`src/rtl/regfile_dump_reader.sv`:
```
// Debug register-file dump reader: stalls the core, walks every register through the
// shared read port, and streams {index, value} beats. Optional checksum beat: REGDUMP_CSUM_EN.
module regfile_dump_reader #(
   parameter int REG_SIZE       = 32,
   parameter int RS_WIDTH       = 5,
   parameter int REG_DATA_WIDTH = 32
) (
   input  logic                      clk,
   input  logic                      rst,
   input  logic                      start,
   output logic                      stall,
   output logic                      busy,
   output logic                      done,
   output logic [RS_WIDTH-1:0]       rf_addr,
   input  logic [REG_DATA_WIDTH-1:0] rf_data,
   output logic                      out_valid,
   input  logic                      out_ready,
   output logic [RS_WIDTH-1:0]       out_addr,
   output logic [REG_DATA_WIDTH-1:0] out_data,
   output logic                      out_last
);

   // state | meaning
   // IDLE  | waiting for start; read port belongs to the core
   // READ  | rf_addr = index, capture rf_data into the beat
   // SEND  | beat valid, waiting for out_ready
   // DONE  | one-cycle done pulse before releasing the core
   typedef enum logic [1:0] {
      S_IDLE = 2'd0,
      S_READ = 2'd1,
      S_SEND = 2'd2,
      S_DONE = 2'd3
   } state_t;

   localparam logic [RS_WIDTH-1:0] LAST_IDX = RS_WIDTH'(REG_SIZE - 1);

   state_t                      state_q;
   logic [RS_WIDTH-1:0]         idx_q;
   logic                        busy_q;
   logic                        done_q;
   logic                        out_valid_q;
   logic                        out_last_q;
   logic [RS_WIDTH-1:0]         out_addr_q;
   logic [REG_DATA_WIDTH-1:0]   out_data_q;
`ifdef REGDUMP_CSUM_EN
   logic [REG_DATA_WIDTH-1:0]   csum_q;
   logic                        csum_beat_q;
`endif

   always_ff @(posedge clk) begin
      if (!rst) begin
         state_q     <= S_IDLE;
         idx_q       <= '0;
         busy_q      <= 1'b0;
         done_q      <= 1'b0;
         out_valid_q <= 1'b0;
         out_last_q  <= 1'b0;
         out_addr_q  <= '0;
         out_data_q  <= '0;
`ifdef REGDUMP_CSUM_EN
         csum_q      <= '0;
         csum_beat_q <= 1'b0;
`endif
      end else begin
         done_q <= 1'b0;
         unique case (state_q)
            S_IDLE: begin
               if (start) begin
                  state_q <= S_READ;
                  idx_q   <= '0;
                  busy_q  <= 1'b1;
`ifdef REGDUMP_CSUM_EN
                  csum_q      <= '0;
                  csum_beat_q <= 1'b0;
`endif
               end
            end
            S_READ: begin
               out_data_q  <= rf_data;
               out_addr_q  <= idx_q;
               out_valid_q <= 1'b1;
`ifdef REGDUMP_CSUM_EN
               out_last_q  <= 1'b0;
`else
               out_last_q  <= (idx_q == LAST_IDX);
`endif
               state_q     <= S_SEND;
            end
            S_SEND: begin
               if (out_ready) begin
`ifdef REGDUMP_CSUM_EN
                  if (csum_beat_q) begin
                     out_valid_q <= 1'b0;
                     out_last_q  <= 1'b0;
                     done_q      <= 1'b1;
                     state_q     <= S_DONE;
                  end else if (idx_q == LAST_IDX) begin
                     // stay in SEND and present the folded checksum as an extra beat
                     csum_q      <= csum_q ^ out_data_q;
                     csum_beat_q <= 1'b1;
                     out_addr_q  <= '0;
                     out_data_q  <= csum_q ^ out_data_q;
                     out_last_q  <= 1'b1;
                  end else begin
                     csum_q      <= csum_q ^ out_data_q;
                     out_valid_q <= 1'b0;
                     idx_q       <= idx_q + RS_WIDTH'(1);
                     state_q     <= S_READ;
                  end
`else
                  out_valid_q <= 1'b0;
                  out_last_q  <= 1'b0;
                  if (idx_q == LAST_IDX) begin
                     done_q  <= 1'b1;
                     state_q <= S_DONE;
                  end else begin
                     idx_q   <= idx_q + RS_WIDTH'(1);
                     state_q <= S_READ;
                  end
`endif
               end
            end
            S_DONE: begin
               busy_q  <= 1'b0;
               state_q <= S_IDLE;
            end
            default: begin
               state_q <= S_IDLE;
               busy_q  <= 1'b0;
            end
         endcase
      end
   end

   assign stall     = busy_q;
   assign busy      = busy_q;
   assign done      = done_q;
   assign rf_addr   = idx_q;
   assign out_valid = out_valid_q;
   assign out_addr  = out_addr_q;
   assign out_data  = out_data_q;
   assign out_last  = out_last_q;

endmodule

```
`config.mk`:
```
export PLATFORM = sky130hd
export DESIGN_NAME = regfile_dump_reader
export DESIGN_NICKNAME = d
export VERILOG_FILES = /design/src/rtl/regfile_dump_reader.sv
export SDC_FILE = /design/constraint.sdc
export NUM_CORES = 1
export LEC_CHECK = 0
export BUFFER_PORTS_ARGS = -buffer_cell sky130_fd_sc_hd__buf_2
export CAP_MARGIN = 5
export CORE_AREA = 4 4 73 75
export DETAILED_ROUTE_END_ITERATION = 10
export DIE_AREA = 0 0 77 79
export PLACE_DENSITY = 0.81
export SYNTH_ARGS = -nofsm -noshare
export SYNTH_HDL_FRONTEND = slang
export SYNTH_SLANG_ARGS = --single-unit
```
`constraint.sdc`:
```
create_clock -name clk -period 1.6 [get_ports clk]
set_input_delay 0.32 -clock clk [delete_from_list [all_inputs] [get_ports clk]]
set_output_delay 0.32 -clock clk [all_outputs]
set_load 0.02 [all_outputs]
```
==> results.toml <==
[sta]
slew_headroom = 0.732
slew_viol_final = 0
setup_ws_ns = -0.0117
skew_ns = 0.00810
period_needed_ns = 1.61
tns_ns = -0.0117
tightest_slew_ns = 0.402
rsz0062_at_grt = "yes"
fin_crit_sh = 1.01
clock.fmax_mhz = 620
hold_viol = 0
finalSetupViolCount = 1

[clocking]
cts_root_buffer = "clkbuf_8"
clockBufferDepth = 2
hold_buffers = 0
h-tree-depth = 2
clock_sinks = 48
numCtsBuffers = 5
cts_tree = "built"
clkLatencyLatePin_ns = 0.30
clk_pin_slew_ns = 0.09

[outcome]
status = "finished, violations left"
violations = "negative setup slack"

[final_layout]
stdcell_area_mm2 = 0.00243
multi_input_area_um2 = 786
fin_util = 0.522
area_growth_pct = 35.3
fillers = 454
seqCellArea_um2 = 968
final_nets = 341
drive_above_1_share = 0.368
antenna_cells = 0
fin_cells = 358

[detailed_routing]
totalWireLength_um = 4220
vias = 1695
detail-route-antenna-nets = 0
firstDrtPassIters = 4
avgViaCountPerCell = 4.73
drt_iter0_markers = 47
wl_per_cell_um = 11.8
drcViolationCount = 0

[hold_path]
worstHoldPathType = "in -> reg"
holdPathStages = 3
holdPathEnd = "out_data[11]$_SDFFE_PN0P_"
hp-start = "rf_data[11]"

[setup_path]
reg2reg_to = "rf_addr[3]$_SDFFE_PN0P_"
worstReg2RegStart = "rf_addr[1]$_SDFFE_PN0P_"
cp-start-kind = "flip-flop"
critical_path_class = "reg -> reg"
arrival_ns = 1.82
crit_path_frequent_cell = "ha_4"
r2r_slack_ns = -0.01
worstPathRequired_ns = 1.81
cp_cell_sequence = "ha_4 -> and3_4 -> ha_4 -> and4bb_4 -> a41oi_2 -> a311oi_2"
slowest_stage = "and4bb_4"
cp_slowest_stage_delay_ns = 0.37
ff2ff_path_depth = 6
setup.worst_path.end_class = "flip-flop"
critPathMaxFanout = 5

[global_routing]
grt.total_usage = 0.143
grt_max_degree = 28
grt_pass1_vias = 1525
antenna_found_initial = 0
grt_pass1_wl_um = 7060
overflow = 0

[place]
dpl_cell_area_mm2 = 0.00232
dpl.hpwl_um = 3110
gp_congestion = 0.815
dp.cells = 350
io_buffers = 82

[floorplanning]
fp.coreArea_mm2 = 0.00466
dieArea_mm2 = 0.00608
fp-row-count = 25
start_util = 0.386
die_h_um = 79
die_w_um = 77
io_pins = 83

[yosys]
synthSimpleGateAreaFrac = 0.247
synth_seq_cells = 48
syn_area_mm2 = 0.00180
synth-xor-area-share = 0
muxShareOfSynthArea = 0.00557
syn_avg_cell_area_um2 = 8.29
synth_top_family_by_area = "simple AND/OR/NAND/NOR gates"
synth_cell_types = 29
synth_nets = 255
async_flop_share = 0
synth-edff-count = 0
synth_cells = 217
synthAdderAreaFrac = 0.0139
synth_top_area_share = 0.534
synth_compound_area_frac = 0.146
synth_top_area_cell = "dfxtp_1"
yosys-top-cells-area = "dfxtp_1, nand2_1, a21oi_1"
ys_warn_count = 0
ys_seq_area_frac = 0.534
synth_common_cells = "nand2_1, dfxtp_1, a21oi_1"
yosys.cell_count.top_type = "nand2_1"
synth-main-ff-cell = "dfxtp_1"

[power]
leakage_nw = 1.10
p_per_area_mw_per_mm2 = 964
fin_total_pwr_mw = 2.34
ir_drop_mv = 0.508

[run]
cap_violations = 0
[flip-flops by register name, summed over array words and instances (netlist names)]
name	cells
out_data	32
state_q	2
busy	1
out_valid	1
out_addr	5
done	1
rf_addr	5
out_last	1
[critical path, delay by kind of cell, from the launching register on]
family	cells	cell delay [ns]
AOI/OAI and AO/OA	2	0.33
adders and majority gates	2	0.32
DFF	1	0.36
and+or+nand+nor	2	0.52
[cells in the final DEF, fill, tap and decap left out]
cell,n
buf_2,82
nand2_1,80
dfxtp_1,46
a21oi_1,41
buf_4,11
nor2_1,6
clkbuf_8,6
nand3_1,3
nor3_1,2
nand4b_1,2
ha_4,2
clkbuf_1,2
dfxtp_4,2
and3_4,1
nor2b_4,1
or2b_1,1
inv_2,1
nand4bb_1,1
or3b_1,1
and4bb_4,1
a211oi_2,1
mux2i_1,1
nor2b_1,1
a41oi_2,1
a311oi_2,1
nand2b_1,1
a311oi_1,1
inv_1,1
o21ai_0,1
a21oi_2,1
nand3b_1,1
buf_12,1
[per-stage QoR]
| stage | setup WS [ns] | hold slack [ns] |
|---|---|---|
| 2_1_floorplan | 0.00587 | 0.441 |
| 3_3_place_gp | 0.0497 | 0.439 |
| 4_1_cts | -0.0139 | 0.241 |
| 3_5_place_dp | -0.00179 | 0.443 |
| 6_report | -0.0117 | 0.251 |
| 5_1_grt | -0.0427 | 0.248 |
[cell families after synthesis]
| kind of cell | Yosys count |
|---|---|
| flip-flops | 48 |
| buffers and inverters | 17 |
| multiplexers | 1 |
| adder cells (fa/ha/maj) | 2 |
| AND/OR/NAND/NOR | 102 |
| AO/OA/AOI/OAI | 47 |
[repair_timing]
| item | in CTS | in global routing |
|---|---|---|
| buffers inserted | 0 | 0 |
| cloned | 0 | 0 |
| pin swaps | 0 | 7 |
| setup endpoints to repair | 2 | 5 |
| resized for setup | 0 | 4 |
[area by class of cell]
type | instances | share of cell area
repair buffers | 94 | 0.211
well taps | 54 | 0.0278
inverters | 2 | 0.00309
multi-input cells | 152 | 0.323
clock buffers | 8 | 0.0370
flip-flops and latches | 48 | 0.398
[how the worst max path moves through the flow]
stage	to	slack [ns]	cells after the start	from
2_1_floorplan	rf_addr[3]$_SDFFE_PN0P_	0.006	6	rf_addr[0]$_SDFFE_PN0P_
3_3_place_gp	rf_addr[3]$_SDFFE_PN0P_	0.05	6	rf_addr[0]$_SDFFE_PN0P_
3_5_place_dp	rf_addr[3]$_SDFFE_PN0P_	-0.002	6	rf_addr[0]$_SDFFE_PN0P_
4_1_cts	rf_addr[3]$_SDFFE_PN0P_	-0.01	6	rf_addr[0]$_SDFFE_PN0P_
5_1_grt	rf_addr[3]$_SDFFE_PN0P_	-0.04	6	rf_addr[1]$_SDFFE_PN0P_
6_report	rf_addr[3]$_SDFFE_PN0P_	-0.01	6	rf_addr[1]$_SDFFE_PN0P_
[layer usage]
layer | up-vias | global-route usage | share of wire
li1 | 883 | - | -
met1 | 756 | 0.169 | 0.42
met2 | 51 | 0.244 | 0.49
met3 | 5 | 0.0476 | 0.070
met4 | 0 | 0.0480 | 0.013
met5 | - | 0 | 0
[power by group]
part	internal (mW)	leakage, nW	switching (mW)
clock	0.353	0.0455	0.379
combinational	0.132	0.657	0.204
sequential	1.24	0.392	0.0312
Note: power is estimated with default switching activity, not from simulation.
